<file path="config.mk">
export PLATFORM = sky130hd
export DESIGN_NAME = ice_uart_frame_rx
export DESIGN_NICKNAME = d
export VERILOG_FILES = /design/src/rtl/ice_uart_frame_rx.sv
export SDC_FILE = /design/constraint.sdc
export NUM_CORES = 2
export LEC_CHECK = 0
export ABC_CLOCK_PERIOD_IN_PS = 4350
export CAP_MARGIN = 20
export CORE_MARGIN = 2
export CORE_UTILIZATION = 47
export DETAILED_ROUTE_END_ITERATION = 16
export GPL_ROUTABILITY_DRIVEN = 1
export PLACE_DENSITY_LB_ADDON = 0.2
export SLEW_MARGIN = 20
export SYNTH_ARGS = -nofsm -noshare
export SYNTH_HDL_FRONTEND = slang
export SYNTH_SLANG_ARGS = --single-unit
</file>
<file path="constraint.sdc">
create_clock -name clk -period 4.35 [get_ports clk]
set_input_delay 0.6525 -clock clk [delete_from_list [all_inputs] [get_ports clk]]
set_output_delay 0.6525 -clock clk [all_outputs]
set_load 0.03 [all_outputs]
</file>
<file path="src/rtl/ice_uart_frame_rx.sv">
// ice_uart_frame_rx: assembles UART bytes into [type][evid][len][payload] frames,
// buffers one frame and hands it out as a header handshake followed by a payload stream.
module ice_uart_frame_rx #(
   parameter int TIMEOUT_CYCLES = 200000,
   parameter int TO_W           = 18
) (
   input  logic       clk,
   input  logic       reset_n,
   input  logic       rx_latch,
   input  logic [7:0] rx_data,
   output logic       hdr_valid,
   output logic [7:0] hdr_type,
   output logic [7:0] hdr_evid,
   output logic [7:0] hdr_len,
   input  logic       hdr_ack,
   output logic       pl_valid,
   output logic [7:0] pl_data,
   output logic       pl_last,
   input  logic       pl_ready,
   output logic       err_pulse,
   output logic [1:0] err_code,
   output logic       busy
);
   typedef enum logic [2:0] {RX_TYPE, RX_EVID, RX_LEN, RX_PAYLOAD, FRAME_DONE, DISCARD} state_t;
   state_t state;
   logic rx_latch_q;
   logic [7:0] mem [256];
   logic [7:0] r_type, r_evid, r_len, wr_ptr, rd_ptr, rd_addr;
   logic [1:0] d_stage;
   logic [TO_W-1:0] to_cnt;
   logic rx_byte, hdr_take, pl_take, buf_free, timeout, we;
   assign rx_byte  = rx_latch & ~rx_latch_q;
   assign hdr_take = hdr_valid & hdr_ack;
   assign pl_take  = pl_valid & pl_ready;
   assign pl_last  = pl_valid && rd_ptr == hdr_len - 8'd1;
   assign busy     = hdr_valid | pl_valid;
   // the final header/payload handshake frees the buffer in time for a same-cycle type byte
   assign buf_free = ~busy | (hdr_take && hdr_len == 8'd0) | (pl_take & pl_last);
   assign timeout  = !rx_byte && state != RX_TYPE && state != FRAME_DONE &&
                     to_cnt == TO_W'(TIMEOUT_CYCLES - 1);
   assign we       = rx_byte && state == RX_PAYLOAD;
   assign rd_addr  = hdr_take ? 8'd0 : (pl_take && !pl_last) ? rd_ptr + 8'd1 : rd_ptr;
   always_ff @(posedge clk)
      if (we) mem[wr_ptr] <= rx_data;
   always_ff @(posedge clk or negedge reset_n)
      if (!reset_n) pl_data <= '0;
      else pl_data <= mem[rd_addr];
   always_ff @(posedge clk or negedge reset_n) begin
      if (!reset_n) begin
         state      <= RX_TYPE;
         rx_latch_q <= 1'b0;
         r_type     <= '0;
         r_evid     <= '0;
         r_len      <= '0;
         wr_ptr     <= '0;
         rd_ptr     <= '0;
         d_stage    <= '0;
         to_cnt     <= '0;
         hdr_valid  <= 1'b0;
         hdr_type   <= '0;
         hdr_evid   <= '0;
         hdr_len    <= '0;
         pl_valid   <= 1'b0;
         err_pulse  <= 1'b0;
         err_code   <= '0;
      end else begin
         rx_latch_q <= rx_latch;
         err_pulse  <= 1'b0;
         to_cnt     <= (rx_byte || timeout || state == RX_TYPE || state == FRAME_DONE) ? '0 : to_cnt + 1'b1;
         if (timeout) begin
            err_pulse <= 1'b1;
            err_code  <= 2'd1;
            state     <= RX_TYPE;
         end else if (rx_byte || state == FRAME_DONE) begin
            case (state)
               RX_TYPE: begin
                  r_type  <= rx_data;
                  d_stage <= 2'd0;
                  state   <= buf_free ? RX_EVID : DISCARD;
               end
               RX_EVID: begin
                  r_evid <= rx_data;
                  state  <= RX_LEN;
               end
               RX_LEN: begin
                  r_len  <= rx_data;
                  wr_ptr <= '0;
                  state  <= rx_data == 8'd0 ? FRAME_DONE : RX_PAYLOAD;
               end
               RX_PAYLOAD: begin
                  wr_ptr <= wr_ptr + 8'd1;
                  if (wr_ptr == r_len - 8'd1) state <= FRAME_DONE;
               end
               FRAME_DONE: begin
                  hdr_type  <= r_type;
                  hdr_evid  <= r_evid;
                  hdr_len   <= r_len;
                  hdr_valid <= 1'b1;
                  state     <= RX_TYPE;
               end
               DISCARD: begin
                  d_stage <= d_stage == 2'd2 ? d_stage : d_stage + 2'd1;
                  if (d_stage == 2'd1) begin
                     r_len  <= rx_data;
                     wr_ptr <= '0;
                  end else if (d_stage == 2'd2) wr_ptr <= wr_ptr + 8'd1;
                  if ((d_stage == 2'd1 && rx_data == 8'd0) || (d_stage == 2'd2 && wr_ptr == r_len - 8'd1)) begin
                     err_pulse <= 1'b1;
                     err_code  <= 2'd2;
                     state     <= RX_TYPE;
                  end
               end
               default: state <= RX_TYPE;
            endcase
         end
         if (hdr_take) begin
            hdr_valid <= 1'b0;
            pl_valid  <= hdr_len != 8'd0;
            rd_ptr    <= '0;
         end else if (pl_take) begin
            if (pl_last) pl_valid <= 1'b0;
            else rd_ptr <= rd_ptr + 8'd1;
         end
      end
   end
endmodule

</file>
==> impl_results.md <==
- Mapped Area: 0.0862 mm2
- Syn avg cell area: 14.0 um2
- DIE HEIGHT: between 400 and 500 um
- Final setup fails: 5
- Post-synth top cells: 2048 x edfxtp_1, 1438 x nand2_1, 600 x nand3_1, 358 x nor2_1, 167 x buf_2
- Skew final: approximately 0.068 ns
- Setup TNS: -0.266 ns
- NumNets Final: 7025
- Async SR Flop Fraction: 4.70%
- R2R depth: 19
- DR DRC count: 0
- Crit Path Class: reg2reg
- Worst-path clk slew: 0.06 ns
- CP Launch Type: flop
- Initial Util: between 40% and 50%
- Clock Latency Late Sink: about 0.89 ns
- Number of port buffers: 51
- Hpwl dp: roughly 190000 um
- Max Clk Rate: 0.224 GHz
- Ys flop type: edfxtp_1
- Failing checks: setup timing
- Crit-path max cell delay: 0.53 ns
- Via density: between 6 and 7
- Final core utilization: between 50% and 60%
- Clock Sink Count: 2149
- Detailed-route via count: 59300
- Reg area: 0.0640 mm2
- Critical path cell sequence: inv_2 -> ha_4 -> xor2_1 -> and3_1 -> o211ai_2 -> buf_4 -> or4_4 -> o211a_4 -> clkinv_8 -> nor2_4 -> buf_12 -> buf_12 -> nand3_1 -> nand4_1 -> a22o_1 -> a221oi_4 -> buf_6 -> nand4_1 -> a22oi_1
- Iteration-0 DRC Markers: 9082
- RSZ-0062 raised after global routing: true
- Global Route Usage Sum: 30.9%
- Status: finished with violations
- Compound-Gate Fraction of Synth Area: between 5 and 6%
- Sequential-to-total area share from yosys stat: between 70% and 80%
- Crit share post-route: 102%
- R2R Setup Slk: -0.11 ns
- Critical path arrival: 5.26 ns
- Number of synthesized flops with an enable pin: 2048
- First-pass GRT wire length: between 400000 and 500000 um
- Largest net degree at the start of global routing: 175
- Routed Wire Length: between 200000 and 300000 um
- Syn Inst Count: a little over 6000
- Max_cap viols: 0
- Hold slack: 0.174 ns
- Hold path depth: 1
- Root buffer cell: clkbuf_16
- Grt ovf: 0
- Endpoint class of the critical path: flop
- CTS buffer count: around 220
- Syn. warnings: 0
- Die Wd: 432 um
- Area grow syn2layout: 22.2%
- Combinational family with the most area after synthesis: simple AND/OR/NAND/NOR gates
- Gp weighted congestion: 0.948
- Slew HR: roughly a quarter
- Max Slew Vio Count: 0
- Setup ws final: -0.106 ns
- Worst-Margin Slew: 1.12 ns
- H-tree levels: 4
- Max Root-Sink Buffers: 3
- # IOs: 52
- Cell Rows: between 150 and 200
- CP max-delay cell: or4_4
- Power density over the cells: 725 mW/mm2
- Multi-input gate area: around 0.021 mm2
- Most frequent cell after synthesis: edfxtp_1
- Synth Area in Adders: less than 1%
- Unique masters post-synth: just under 90
- Core footprint: between 0.15 and 0.2 mm2
- Ranking of synthesized cells by area: edfxtp_1 71%, nand2_1 6.3%, nand3_1 3.5%
- Vias in the first global route: 55800
- Synth top area share: 71.3%
- DRT Pass-1 Iters: 6
- Post-synthesis simple-gate area fraction: 13.0%
- Tmin final: 4.46 ns
- Static Leakage: 37.1 nW
- Syn nets: a little over 6000
- DP Worst Slack: -1.13 ns
- WL/cell: slightly above 30 um
- Cell taking the most area after synthesis: edfxtp_1
- Worst EP required: 5.16 ns
- Post-route ant nets: 0
- CTS tree: done
- Hold Path Class: in2reg
- Die area: 0.187 mm2
- Maximum vdd ir drop: approximately 530 uV
- Initial antenna violation count: 10
- Hold Violations, Final: 0
- Synth Area in XOR/XNOR: less than 1%
- CP Max Fanout: 20
- FILL cells: 14300
- Mux share of post-synthesis cell area: 4.73%
- Register bit total from synthesis: 2149
- Share of cells above drive strength 1: between 20% and 30%
-- critical path: cells and delay by family (launching register included) --
| family | cells | cell delay, ns |
|---|---|---|
| AOI/OAI and AO/OA | 5 | 1.25 |
| and+or+nand+nor | 6 | 1.42 |
| buffers and inverters | 6 | 0.93 |
| xor gates and xnor gates | 1 | 0.13 |
| adders and majority gates | 1 | 0.26 |
| DFF | 1 | 0.36 |
-- area by class of cell --
| class | count | share of cell area, % |
|---|---|---|
| sequential | 2149 | 60.8 |
| timing repair buffer | 1017 | 9.27 |
| clock inverter | 122 | 1.33 |
| clock buffer | 285 | 5.44 |
| inverter | 26 | 0.134 |
| tap | 2385 | 2.83 |
| antenna | 6 | 0.0142 |
| multi-input combinational | 3589 | 20.2 |
| timing repair inverter | 1 | 0.00831 |
-- placed cells by master (no fill, tap or decap), drive strengths merged, types with 7 or more instances in the layout --
| master | netlist | routed |
|---|---|---|
| a211oi | 19 | 19 |
| a21oi | 130 | 130 |
| a221oi | 20 | 20 |
| a22o | 10 | 10 |
| a22oi | 53 | 53 |
| a311oi | 24 | 24 |
| a31oi | 105 | 105 |
| a32o | 15 | 15 |
| a32oi | 83 | 83 |
| and2 | 11 | 11 |
| and3 | 40 | 40 |
| buf | 248 | 955 |
| bufinv | 0 | 25 |
| clkbuf | 128 | 300 |
| clkdlybuf4s50 | 0 | 41 |
| clkinv | 3 | 94 |
| dfrtp | 101 | 101 |
| edfxtp | 2048 | 2048 |
| ha | 11 | 11 |
| inv | 23 | 28 |
| mux2 | 52 | 52 |
| mux2i | 146 | 146 |
| mux4 | 90 | 90 |
| nand2 | 1439 | 1439 |
| nand2b | 7 | 7 |
| nand3 | 600 | 600 |
| nand4 | 83 | 83 |
| nor2 | 359 | 359 |
| nor2b | 12 | 12 |
| nor3 | 39 | 39 |
| nor4 | 16 | 16 |
| o2111ai | 9 | 9 |
| o211ai | 20 | 20 |
| o21ai | 48 | 48 |
| o22ai | 13 | 13 |
| o31ai | 10 | 10 |
| or4 | 7 | 7 |
| xnor2 | 13 | 13 |
| xor2 | 26 | 26 |
-- what timing repair did --
item / in CTS / in global routing
gates cloned: 8 / 9
endpoints found under the hold margin: 51 / 0
pin swaps: 31 / 53
gates resized for setup: 131 / 118
setup endpoints to repair: 9 / 9
hold buffers: 1 / 0
setup buffers: 30 / 36
-- per-stage QoR --
| stage | area, um2 | total power [W] | cells |
|---|---|---|---|
| final | 105000 | 0.0764 | 9580 |
| after global routing | 105000 | 0.0786 | 9575 |
| after CTS | 104000 | 0.0743 | 9531 |
| after detailed placement | 96000 | 0.0539 | 9089 |
| after global placement | 96000 | 0.0538 | 9089 |
| after floorplan | 86200 | 0.0388 | 6140 |
-- power by group --
part	internal (W)	switching, W
combinational	0.0135	0.0206
clock	0.0108	0.00807
sequential	0.0230	0.000422
-- worst paths after layout --
kind	startpoint	to
max	hdr_len[0]	pl_data[1]
min reg2reg	to_cnt[0]	to_cnt[0]
min in group asynchronous	reset_n	d_stage[1]
min	rx_data[7]	mem[105][7]
max in group asynchronous	reset_n	pl_data[3]
max reg2reg	hdr_len[0]	pl_data[1]
-- state kept, by name (all words and copies together) (netlist names) --
| register | flops |
|---|---|
| d_stage | 2 |
| err_code | 2 |
| err_pulse | 1 |
| hdr_evid | 8 |
| hdr_len | 8 |
| hdr_type | 8 |
| hdr_valid | 1 |
| mem | 2048 |
| pl_data | 8 |
| pl_valid | 1 |
| r_evid | 8 |
| r_len | 8 |
| r_type | 8 |
| rd_ptr | 8 |
| rx_latch_q | 1 |
| state | 3 |
| to_cnt | 18 |
| wr_ptr | 8 |
-- per-layer routing --
layer | global-route usage, % | vias to the layer above | wire [um]
li1 | - | 24900 | -
met4 | 14.4 | 6 | 15700
met5 | 0 | - | 46
met3 | 5.63 | 754 | 32900
met2 | 47.1 | 3810 | 133000
met1 | 43.5 | 29900 | 112000
-- kinds of logic (layout without fill, tap and decap cells) --
kind of cell             after synthesis  count (layout)
AO/OA/AOI/OAI                        624             624
XOR/XNOR                              39              39
adder cells (fa/ha/maj)               11              11
buffers and inverters                402            1451
flip-flops                          2149            2149
multiplexers                         288             288
other                                  0               6
AND/OR/NAND/NOR                     2627            2627
(Power assumes the default switching activity.)
